<file path="src/rtl/multiplicador_4bit_secuencial_pkg.sv">
// rtl/multiplicador_4bit_secuencial_pkg.sv - shared ALU definitions: FSM states, iteration count, opcodes
package multiplicador_4bit_secuencial_pkg;

  typedef enum logic [1:0] {
    ST_IDLE = 2'b00,
    ST_CALC = 2'b01,
    ST_DONE = 2'b10
  } state_t;

  localparam int MUL_ITER = 4;
  localparam int CNT_W    = 3;
  localparam logic [CNT_W-1:0] CNT_LAST = CNT_W'(MUL_ITER - 1);

  // Reserved opcode space for the wider ALU.
  localparam logic [2:0] OP_ADD = 3'd0;
  localparam logic [2:0] OP_SUB = 3'd1;
  localparam logic [2:0] OP_MUL = 3'd2;
  localparam logic [2:0] OP_AND = 3'd3;
  localparam logic [2:0] OP_OR  = 3'd4;

endpackage

</file>
<file path="src/rtl/sumador_4bit.sv">
// rtl/sumador_4bit.sv - 4-bit ripple-carry adder
module sumador_4bit (
  input  logic [3:0] A,
  input  logic [3:0] B,
  input  logic       Ci,
  output logic [3:0] Sum,
  output logic       Cout
);

  logic [4:0] c;

  always_comb begin
    c    = '0;
    Sum  = '0;
    c[0] = Ci;
    for (int i = 0; i < 4; i++) begin
      Sum[i]   = A[i] ^ B[i] ^ c[i];
      c[i+1]   = (A[i] & B[i]) | (c[i] & (A[i] ^ B[i]));
    end
    Cout = c[4];
  end

endmodule

</file>
<file path="src/rtl/multiplicador_4bit_secuencial.sv">
// rtl/multiplicador_4bit_secuencial.sv - sequential shift-and-add 4x4 unsigned multiplier
module multiplicador_4bit_secuencial
  import multiplicador_4bit_secuencial_pkg::*;
#(
  parameter int WIDTH = 4
) (
  input  logic                 clk,
  input  logic                 rst,
  input  logic                 start,
  input  logic [WIDTH-1:0]     A,
  input  logic [WIDTH-1:0]     B,
  output logic [2*WIDTH-1:0]   P,
  output logic                 busy,
  output logic                 done
);

  state_t           state, state_next;
  logic [WIDTH-1:0] m, m_next;
  logic [WIDTH-1:0] q, q_next;
  logic [WIDTH-1:0] acc, acc_next;
  logic [CNT_W-1:0] cnt, cnt_next;
  logic [WIDTH-1:0] sum;
  logic             cout;

  sumador_4bit u_sumador (
    .A    (acc),
    .B    (m),
    .Ci   (1'b0),
    .Sum  (sum),
    .Cout (cout)
  );

  always_ff @(posedge clk or posedge rst) begin
    if (rst) begin
      state <= ST_IDLE;
      m     <= '0;
      q     <= '0;
      acc   <= '0;
      cnt   <= '0;
    end else begin
      state <= state_next;
      m     <= m_next;
      q     <= q_next;
      acc   <= acc_next;
      cnt   <= cnt_next;
    end
  end

  always_comb begin
    state_next = state;
    m_next     = m;
    q_next     = q;
    acc_next   = acc;
    cnt_next   = cnt;
    case (state)
      ST_IDLE: begin
        if (start) begin
          m_next     = A;
          q_next     = B;
          acc_next   = '0;
          cnt_next   = '0;
          state_next = ST_CALC;
        end
      end
      ST_CALC: begin
        // Adder carry becomes the new acc MSB so the full 8-bit product survives.
        if (q[0]) {acc_next, q_next} = {cout, sum, q[WIDTH-1:1]};
        else      {acc_next, q_next} = {1'b0, acc, q[WIDTH-1:1]};
        cnt_next = cnt + 1'b1;
        if (cnt == CNT_LAST) state_next = ST_DONE;
      end
      ST_DONE: state_next = ST_IDLE;
      default: state_next = ST_IDLE;
    endcase
  end

  assign P    = {acc, q};
  assign busy = (state == ST_CALC) || (state == ST_DONE);
  assign done = (state == ST_DONE);

endmodule
</file>
<file path="config.mk">
export PLATFORM = sky130hd
export DESIGN_NAME = multiplicador_4bit_secuencial
export DESIGN_NICKNAME = d
export VERILOG_FILES = /design/src/rtl/multiplicador_4bit_secuencial_pkg.sv /design/src/rtl/sumador_4bit.sv /design/src/rtl/multiplicador_4bit_secuencial.sv
export SDC_FILE = /design/constraint.sdc
export NUM_CORES = 1
export LEC_CHECK = 0
export ABC_AREA = 0
export CAP_MARGIN = 20
export CORE_AREA = 8 8 52 54
export CTS_BUF_LIST = sky130_fd_sc_hd__clkbuf_4 sky130_fd_sc_hd__clkbuf_8
export DETAILED_ROUTE_END_ITERATION = 12
export DIE_AREA = 0 0 60 62
export DONT_BUFFER_PORTS = 1
export PLACE_DENSITY = 0.72
export SYNTH_ARGS = -nofsm -noshare
export SYNTH_HDL_FRONTEND = slang
export SYNTH_SLANG_ARGS = --single-unit
</file>
<file path="constraint.sdc">
create_clock -name clk -period 1.8 [get_ports clk]
set_clock_uncertainty 0.1 [all_clocks]
set_input_delay 0.36 -clock clk [delete_from_list [all_inputs] [get_ports clk]]
set_output_delay 0.36 -clock clk [all_outputs]
set_load 0.005 [all_outputs]
</file>
==> results.md <==
Global route:
- The first global-routing pass estimated about 3000 microns of wire.
- For this run, the total global-route usage over all layers was measured as ~11%.
- The number of global-route vias before repair is 650.
- The number of antenna violations at the first check in global routing is 0.
- Global routing finished with a remaining overflow of 0.
- The pin count of the biggest net entering global routing is 18.

Run status:
- The final reports fail on negative setup slack.
- The flow ran to the end, but the final reports show violations.

Min path:
- Counting instances, the worst hold path has a depth of 1.
- The path with the worst hold slack has its endpoint at m[2].
- The path category of the worst min-delay check is primary input to flop.
- In this run the most critical hold path is launched from A[2].

Floorplan:
- After floorplanning, the core was divided into 16 placement rows.
- The die extent in y is around 62 microns.
- The die covers between 3000 and 4000 sq um.
- The I/O pin count is 21.
- The region available for standard cell placement spans between 1500 and 2000 sq um.
- The initial core utilization is 48.3%.
- From left edge to right edge, the die measures ~60 microns.

Route:
- In this run the remaining antenna-violating nets after routing total 0.
- Across all layers, the routed design uses approximately 600 vias.
- After detailed routing, the number of remaining DRC violations is 0.
- The number of optimization iterations in the first detailed-route pass is 4.
- The ratio of routed vias to standard cells is ~5.
- The wire length after detailed routing is between 1500 and 2000 microns.
- After the first detailed-routing iteration, the DRC count stood at 11.
- The routed length per instance is roughly 15 microns.

STA:
- Derived from the worst setup path, the maximum achievable clock frequency is 488 MHz.
- After layout, the worst setup slack is -0.251 ns.
- The smallest clock period supported by the final layout is computed as roughly 2 ns.
- Setup violations remaining at the end of the flow were counted as 3.
- Setup repair after global routing could not meet its margin everywhere.
- The final count of hold timing violations is 0.
- The max-slew violation total from the final report is 0.
- At the pin with the least slew margin, the transition time is around 0.66 ns.
- The worst slew margin relative to its limit is between 50% and 60%.
- The period utilization is 114%.

Layout:
- The antenna diode count is 0.
- The area of all placed cells without fillers is 1020 sq um.
- The fraction of layout instances using a drive strength above 1 is about a quarter.
- The final net count is 112.
- The filler-free cell count of the finished design is roughly 120.
- Relative to the synthesized area, the layout overhead comes to 11.2%.

Critical path:
- The endpoint kind of the worst setup timing path is a flop.
- Setup slack on the worst reg-to-reg path comes out at -0.25 ns.
- Of all nets on the critical path, the largest fanout is 2.
- The startpoint of the lowest-slack register-to-register path is m[0].
- The number of cells on the worst reg-to-reg path is 8.
- The data required time of the critical path is approximately 1.9 ns.
- The worst flop-to-flop path endpoint is acc[2].
- The category of the most critical setup path is flop to flop.
- The arrival time of the worst setup path is 2.11 ns.
- STA classifies the critical path startpoint as a flop.

Synthesis:
- For this run, the number of Yosys warnings is 0.
- In the synthesized netlist, the number of instances is 83.
- The synthesized netlist contains 20 unique library cells.
- The average instance area after synthesis is between 10 and 15 sq um.
- The part of the Yosys area used for sequential elements is a little under half.
- The cell area that synthesis handed to floorplanning was ~900 sq um.
- Synthesis inferred 17 register bits.
- The net count after synthesis is 103.

Placed design:
- The last weighted congestion value of the routability-driven placer is 0.801.
- The estimated wirelength of the detail-placed design is roughly 1400 microns.
- The standard cell area after detailed placement is 978 sq um.
- During placement, the flow inserted port buffers numbering 0.
- Once placement completed, the tool counted placed cells totaling about 110.

Pwr:
- The maximum VDD drop is 0.000868 V.
- In this run the static leakage power is 0.000480 uW.
- The ratio of total power to cell area is 1820 nW/um^2.

Clock tree:
- The number of levels the H-tree was split into is 1.
- No sink is reached through more buffers than the 2 on the longest clock path.
- Clock tree synthesis found a total of 17 sinks.
- The root buffer cell is sky130_fd_sc_hd__clkbuf_4.
- Clock latency on the worst-skew pair, taken at its later pin, is approximately 0.28 ns.
- TritonCTS built the clock tree.
- Counting the buffers created by CTS gives 3.
- The clock-pin slew on the worst setup and hold paths is roughly 0.1 ns.

Run:
- The number of violations of the max-capacitance limit is 0.
## power by group
group	total [uW]	switching, uW	internal, uW
Clock	213	112	101
Combinational	962	510	452
Sequential	681	132	550
## cell usage after synthesis (all sizes together)
master / n / area share [%]
a211oi: 1 / 1.4
a21o: 1 / 0.82
a21oi: 4 / 2.2
a32o: 1 / 1.1
buf: 3 / 2.6
dfrtp: 17 / 46
fa: 3 / 6.5
ha: 6 / 8.2
inv: 10 / 4.1
mux2: 4 / 4.9
mux2i: 7 / 9.0
nand2: 13 / 5.3
nand2b: 2 / 1.4
nor2: 1 / 0.41
o21ai: 10 / 5.9
## cell type report
class                      instances  area [sq um]
clock buffer                       4          30.0
tap                               27          33.8
inverter                          10          37.5
multi-input combinational         53           439
sequential                        17           425
fill                             172           881
timing repair buffer               7          55.1
## registers in the layout, indices dropped and copies added (netlist names)
signal	flops
acc	4
cnt	3
m	4
q	4
state	2
## metrics by stage
step	hold slack (ns)	TNS (ns)	total power (uW)	setup slack (ns)	util, %
2_1_floorplan	0.186	-0.231	1410	-0.186	-
3_3_place_gp	0.271	-0.221	1600	-0.172	51.4
3_5_place_dp	0.279	-0.309	1650	-0.230	51.4
4_1_cts	0.112	-0.358	1870	-0.248	53.6
5_1_grt	0.108	-0.663	2040	-0.353	53.7
6_report	0.115	-0.317	1860	-0.251	53.7
## routing by layer
metal	part of all wire [%]	global-route usage, %	wire [microns]	up-vias
li1	-	-	-	289
met1	43	11.8	757	278
met2	48	19.5	842	17
met3	7.1	2.88	124	4
met4	1.5	4.08	26	0
met5	0	0	0	-
## worst max path at each step
stage                     startpoint     end  slack (ns)  cells after the start
after floorplan               acc[0]  acc[2]       -0.19                      8
after global placement          m[0]  acc[2]       -0.17                      8
after detailed placement        m[0]  acc[2]       -0.23                      8
after CTS                       m[0]  acc[2]       -0.25                      8
after global routing            m[0]  acc[2]       -0.35                      8
final                           m[0]  acc[2]       -0.25                      8
## critical path, cell delays in order, from the launching register on
cell and delay (ns):
sky130_fd_sc_hd__dfrtp_1 0.39, sky130_fd_sc_hd__ha_2 0.19, sky130_fd_sc_hd__inv_2 0.05, sky130_fd_sc_hd__fa_2 0.19, sky130_fd_sc_hd__inv_2 0.03, sky130_fd_sc_hd__fa_2 0.32
sky130_fd_sc_hd__fa_1 0.44, sky130_fd_sc_hd__mux2i_1 0.14, sky130_fd_sc_hd__o21ai_1 0.08
## logic make-up after synthesis
logic type	after synthesis	synth area share [%]
mux	11	13.9
fa+ha+maj	9	14.7
buf+inv	13	6.68
simple gates	16	7.08
compound gates	17	11.3
flops	17	46.3
## cells in the final DEF (no fill, tap or decap), types with 2 or more instances in the layout
cell / instances
sky130_fd_sc_hd__o21ai_1: 8
sky130_fd_sc_hd__nand2b_1: 2
sky130_fd_sc_hd__fa_2: 2
sky130_fd_sc_hd__buf_4: 6
sky130_fd_sc_hd__inv_2: 2
sky130_fd_sc_hd__inv_1: 8
sky130_fd_sc_hd__dfrtp_1: 17
sky130_fd_sc_hd__ha_1: 5
sky130_fd_sc_hd__mux2_2: 4
sky130_fd_sc_hd__clkbuf_4: 4
sky130_fd_sc_hd__nand2_1: 13
sky130_fd_sc_hd__mux2i_1: 6
sky130_fd_sc_hd__a21oi_1: 4
## timing repair
action | in CTS | in global routing
setup endpoints to repair | 3 | 3
pin swaps | 0 | 2
hold buffers | 1 | 0
setup buffers | 0 | 0
gates resized for setup | 0 | 3
endpoints found under the hold margin | 17 | 0
cloned | 0 | 0
Power figures use the tool's default switching activity.
